--- src/rtl/diaosi_types_pkg.sv ---
// Shared pipeline types: latch state encoding, counter saturation helper and the
// packed stage bundles carried across each pipeline boundary.
package diaosi_types_pkg;

    // EMPTY: no entry; FULL: one entry; SKID: main plus skid entry held.
    typedef enum logic [1:0] {
        EMPTY = 2'd0,
        FULL  = 2'd1,
        SKID  = 2'd2
    } pipe_state_t;

    // All-ones value for a counter of width w (w limited to 64).
    function automatic logic [63:0] pipe_cnt_max(input int unsigned w);
        logic [63:0] one;
        one = 64'd1;
        if (w >= 64) begin
            return '1;
        end
        return (one << w) - 64'd1;
    endfunction

    typedef struct packed {
        logic [31:0] pc;
        logic [31:0] instr;
    } if_dc_t;

    typedef struct packed {
        logic [31:0] pc;
        logic [4:0]  rd;
        logic [31:0] op_a;
        logic [31:0] op_b;
        logic [3:0]  alu_op;
        logic        wb_en;
    } dc_ex_t;

    typedef struct packed {
        logic [31:0] alu_res;
        logic [31:0] store_data;
        logic [4:0]  rd;
        logic        mem_rd;
        logic        mem_wr;
        logic        wb_en;
    } ex_mem_t;

    typedef struct packed {
        logic [31:0] wb_data;
        logic [4:0]  rd;
        logic        wb_en;
    } mem_wb_t;

endpackage

--- src/rtl/pipe_sat_counter.sv ---
// Saturating up-counter used for the latch performance counters; sticks at all-ones.
module pipe_sat_counter
    import diaosi_types_pkg::*;
#(
    parameter int unsigned CNT_W = 16
) (
    input  logic             CLK,
    input  logic             RST,
    input  logic             inc,
    input  logic             en,
    input  logic             clear,
    output logic [CNT_W-1:0] cnt
);

    localparam logic [CNT_W-1:0] CntMax = CNT_W'(pipe_cnt_max(CNT_W));

    logic [CNT_W-1:0] cnt_q, cnt_d;

    // Next count: clear wins, otherwise increment until saturated.
    always_comb begin
        cnt_d = cnt_q;
        if (clear) begin
            cnt_d = '0;
        end else if (en && inc && (cnt_q != CntMax)) begin
            cnt_d = cnt_q + CNT_W'(1);
        end
    end

    // Count register, cleared by asynchronous reset.
    always_ff @(posedge CLK or posedge RST) begin
        if (RST) begin
            cnt_q <= '0;
        end else begin
            cnt_q <= cnt_d;
        end
    end

    assign cnt = cnt_q;

endmodule

--- src/rtl/pipe_stage_latch.sv ---
// Generic inter-stage pipeline latch with valid/ready handshake, stall enable,
// flush-to-bubble and saturating stall/flush counters.
// Optional feature macro: PIPE_SKID_EN adds a skid register and a registered in_ready.
module pipe_stage_latch
    import diaosi_types_pkg::*;
#(
    parameter int unsigned      WIDTH     = 32,
    parameter logic [WIDTH-1:0] FLUSH_VAL = '0,
    parameter int unsigned      CNT_W     = 16
) (
    input  logic             CLK,
    input  logic             RST,
    input  logic             en,
    input  logic             flush,
    input  logic             in_valid,
    input  logic [WIDTH-1:0] in_data,
    output logic             in_ready,
    output logic             out_valid,
    output logic [WIDTH-1:0] out_data,
    input  logic             out_ready,
    output logic [CNT_W-1:0] stall_cnt,
    output logic [CNT_W-1:0] flush_cnt
);

    pipe_state_t      state_q, state_d;
    logic [WIDTH-1:0] data_q, data_d;
    logic             xfer_in, xfer_out;

    assign out_valid = (state_q != EMPTY);
    assign out_data  = data_q;
    assign xfer_out  = out_valid & out_ready & en;
    assign xfer_in   = in_valid & in_ready & en & ~flush;

`ifdef PIPE_SKID_EN
    logic [WIDTH-1:0] skid_q, skid_d;
    logic             in_ready_q, in_ready_d;

    // Registered readiness; flush always drains the incoming beat.
    assign in_ready = flush | (en & in_ready_q);
`else
    // Combinational back-pressure: accept when empty or when the held beat leaves.
    assign in_ready = (en & ~flush) ? (~out_valid | out_ready) : flush;
`endif

    // Next-state and payload selection; flush overrides enable and all transfers.
    always_comb begin
        state_d = state_q;
        data_d  = data_q;
`ifdef PIPE_SKID_EN
        skid_d  = skid_q;
`endif
        if (flush) begin
            state_d = EMPTY;
            data_d  = FLUSH_VAL;
        end else if (en) begin
            case (state_q)
                EMPTY: begin
                    if (xfer_in) begin
                        state_d = FULL;
                        data_d  = in_data;
                    end
                end
                FULL: begin
                    if (xfer_in && xfer_out) begin
                        data_d = in_data;
                    end else if (xfer_out) begin
                        state_d = EMPTY;
`ifdef PIPE_SKID_EN
                    end else if (xfer_in) begin
                        // Downstream stalled: park the new beat behind the held one.
                        state_d = SKID;
                        skid_d  = in_data;
`endif
                    end
                end
`ifdef PIPE_SKID_EN
                SKID: begin
                    if (xfer_out) begin
                        state_d = FULL;
                        data_d  = skid_q;
                    end
                end
`endif
                default: begin
                    state_d = EMPTY;
                end
            endcase
        end
`ifdef PIPE_SKID_EN
        in_ready_d = (state_d != SKID);
`endif
    end

    // State and payload registers; reset loads the bubble encoding.
    always_ff @(posedge CLK or posedge RST) begin
        if (RST) begin
            state_q    <= EMPTY;
            data_q     <= FLUSH_VAL;
`ifdef PIPE_SKID_EN
            skid_q     <= FLUSH_VAL;
            in_ready_q <= 1'b1;
`endif
        end else begin
            state_q    <= state_d;
            data_q     <= data_d;
`ifdef PIPE_SKID_EN
            skid_q     <= skid_d;
            in_ready_q <= in_ready_d;
`endif
        end
    end

    pipe_sat_counter #(
        .CNT_W (CNT_W)
    ) u_stall_cnt (
        .CLK   (CLK),
        .RST   (RST),
        .inc   (out_valid & ~out_ready),
        .en    (en),
        .clear (1'b0),
        .cnt   (stall_cnt)
    );

    // Flush counts regardless of en since flush has priority over the enable.
    pipe_sat_counter #(
        .CNT_W (CNT_W)
    ) u_flush_cnt (
        .CLK   (CLK),
        .RST   (RST),
        .inc   (flush & out_valid),
        .en    (1'b1),
        .clear (1'b0),
        .cnt   (flush_cnt)
    );

endmodule

--- config.mk ---
export PLATFORM = sky130hd
export DESIGN_NAME = pipe_stage_latch
export DESIGN_NICKNAME = d
export VERILOG_FILES = /design/src/rtl/diaosi_types_pkg.sv /design/src/rtl/pipe_sat_counter.sv /design/src/rtl/pipe_stage_latch.sv
export SDC_FILE = /design/constraint.sdc
export NUM_CORES = 1
export LEC_CHECK = 0
export ABC_AREA = 1
export BUFFER_PORTS_ARGS = -buffer_cell sky130_fd_sc_hd__buf_2
export CORE_ASPECT_RATIO = 1.1
export CORE_UTILIZATION = 45
export CTS_BUF_LIST = sky130_fd_sc_hd__clkbuf_8
export DETAILED_ROUTE_END_ITERATION = 10
export MAX_ROUTING_LAYER = met4
export PLACE_DENSITY = 0.74
export SYNTH_ARGS = -nofsm -noshare
export SYNTH_HDL_FRONTEND = slang
export SYNTH_SLANG_ARGS = --single-unit
--- constraint.sdc ---
create_clock -name CLK -period 1.9 [get_ports CLK]
set_clock_uncertainty 0.2 [all_clocks]
set_input_delay 0.095 -clock CLK [delete_from_list [all_inputs] [get_ports CLK]]
set_output_delay 0.095 -clock CLK [all_outputs]
set_load 0.02 [all_outputs]
==> metrics <==
Fin Hold WS=114 ps; Slew @ Worst Pin=392 ps; CTS tree=built; Clock Tree Root=clkbuf_8; I/O Buffers=103; number of global-route vias before repair=3,358; setup TNS=0 ps; I/O pin total=104; CP max-delay cell=dfrtp_2; Maximum Capacitance Violations=0; most frequent cells after synthesis=nand2_1, nand3_1, dfrtp_1, nor2_1, inv_1; worst-case vdd ir drop=0.000458 V; count leader, synth=nand2_1; first-iteration detailed-routing DRC count=116; number of buffers on the longest clock path=2; nets=652; 1st-pass router iterations=7; R2R setup slack=100 ps; clk slew on worst S/H paths=70 ps; failing checks=DRC; overall routing resource usage=25.1%; Avg Inst Size Synth=7.56 µm²; Die Ht=93.2 µm; Post-Route WL=9180 µm; mapped cell area=3400 µm²; worst hold path type=primary input to flip-flop; Cell Chain, Critical Path=ha_2 > inv_2 > nor2_4 > nand2_4 > o21ai_4 > buf_4 > nand2_1 > o21ai_0; top_reg_cell synth=dfrtp_1; leak pwr=2.56 nW; Seq/Total Area, Yosys=47.8%; share of layout cells above drive strength 1=27.1%; Post-synth EDFFs=0; Crit Path Max Fanout=5; Routed WL per cell=13.1 µm; Multi-input gate area=1590 µm²; die area=7910 µm²; Core ar.=7170 µm²; H-Tree Depth=3; Final min period=1800 ps; RSZ-0062 raised after global routing=false; #FFs+latches synth=65; Yosys cell types=22; CP max stage delay=400 ps; Worst setup SP type=flip-flop; final worst-path cycle share=94.7%; initial antenna violation count=0; width of the die=84.9 µm; area grow syn2layout=39.4%; fmax=556 MHz; outcome=finished with violations; Gate Count Post-Synth=450; dominant cells by area after synthesis=dfrtp_1, nand2_1, nand3_1, nor2_1, xnor2_1; dominant cell type by area after synthesis=dfrtp_1; syn nets=490; WS Path Type=flip-flop to flip-flop; number of fill cells=597; Cell Rows=32; first-pass GRT wire length=15,200 µm; PD cells=761 nW/µm²; GP Congestion=0.843; worst-skew pair later-pin latency=330 ps; slew margin rel.=73.7%; Hold Fails Final Rpt=0; total CTS buffers=9; Crit. End Element=flip-flop; hpwl dp=6070 µm; worst endpoint required time=1950 ps; Async S/R FF share, synth=100%; Final Max Slew Viols=0; grt ovf=0; Initial Util=47.5%; Final ANT Viol Nets=0; final setup fails=0; clk sinks=65; Yosys top cell area share=47.8%; Post-route DRC=5; Yosys warnings=0; vias=3,514; Worst EP arrival=1850 ps; largest net degree at the start of global routing=66; vias per inst=5.01; sequential cell area=1630 µm²; Ant. Diodes=0
per-layer routing:
layer / routed length, µm / global-route usage (%) / up-vias
met2: 4720 / 42.9 / 101
met1: 3750 / 28.0 / 1615
li1: - / - / 1765
met3: 359 / 3.88 / 33
met4: 347 / 15.0 / 0
met5: 0 / - / -
final timing paths:
check / from / end / depth (start not counted)
worst max-delay path: u_flush_cnt.cnt[0] / u_flush_cnt.cnt[5] / 8
worst min-delay path: en / out_data[30] / 5
worst max register to register: u_flush_cnt.cnt[0] / u_flush_cnt.cnt[5] / 8
worst min register to register: out_data[16] / out_data[16] / 2
max in group asynchronous: RST / u_flush_cnt.cnt[13] / 4
min in group asynchronous: RST / u_stall_cnt.cnt[4] / 4
report_power, final:
group          internal, mW  switching [mW]  leakage [nW]
Clock                 0.727           0.521         0.108
Sequential             1.51           0.122         0.863
Combinational         0.295           0.437          1.58
Total                  2.53            1.08          2.56
layout by cell type, fill, tap and decap left out, drive strengths merged:
cell	Yosys	routed
a21oi	1	1
buf	7	132
bufinv	0	2
clkbuf	10	9
clkinv	0	2
clkinvlp	0	3
dfrtp	65	65
dlygate4sd3	0	35
ha	2	2
inv	25	25
nand2	193	193
nand3	75	75
nand4	9	9
nor2	36	36
o21ai	12	13
o31ai	1	1
xnor2	12	12
xor2	2	2
sequential cells by signal, summed over array words and instances (netlist names):
name	count
out_data	32
state_q	1
u_stall_cnt.cnt	16
u_flush_cnt.cnt	16
per-stage QoR:
stage               setup WS [ps]  total power, mW  cell area [µm²]  std cells  utilization, %
floorplan                    35.4             2.07             3410        450               -
global placement             89.9             2.31             4140        646            57.8
detailed placement           14.8             2.32             4140        646            57.8
CTS                          10.1             3.63             4700        697            65.6
global route                 9.47             3.79             4740        702            66.1
finish                        101             3.61             4740        702            66.1
worst max-delay path: cells and delay by family (launching register included):
kind | cells | cell delay [ps]
adder cells (fa/ha/maj) | 1 | 240
AND/OR/NAND/NOR | 3 | 310
buffers and inverters | 2 | 240
AO/OA/AOI/OAI | 2 | 330
flip-flops | 1 | 400
cells by family after synthesis:
group,Yosys count,synth area share [%]
compound gates,14,2.80
xor+xnor,14,3.61
fa+ha+maj,2,0.736
buf+inv,42,5.67
flops,65,47.8
simple gates,313,39.4
cell type report:
class | count | share of cell area, %
Multi-Input combinational cell | 344 | 33.6
Inverter | 25 | 2.16
Clock buffer | 9 | 2.61
Timing Repair Buffer | 167 | 23.1
Sequential cell | 65 | 34.4
Tap cell | 85 | 2.24
Clock inverter | 7 | 1.85
repair_timing:
action | in CTS | in global routing
hold endpoints to repair | 98 | 0
pin swaps | 1 | 2
endpoints found under the setup margin | 8 | 30
hold buffers | 35 | 0
buffers inserted | 0 | 4
gates resized for setup | 0 | 0
gates cloned | 0 | 1
(Power assumes the default switching activity.)
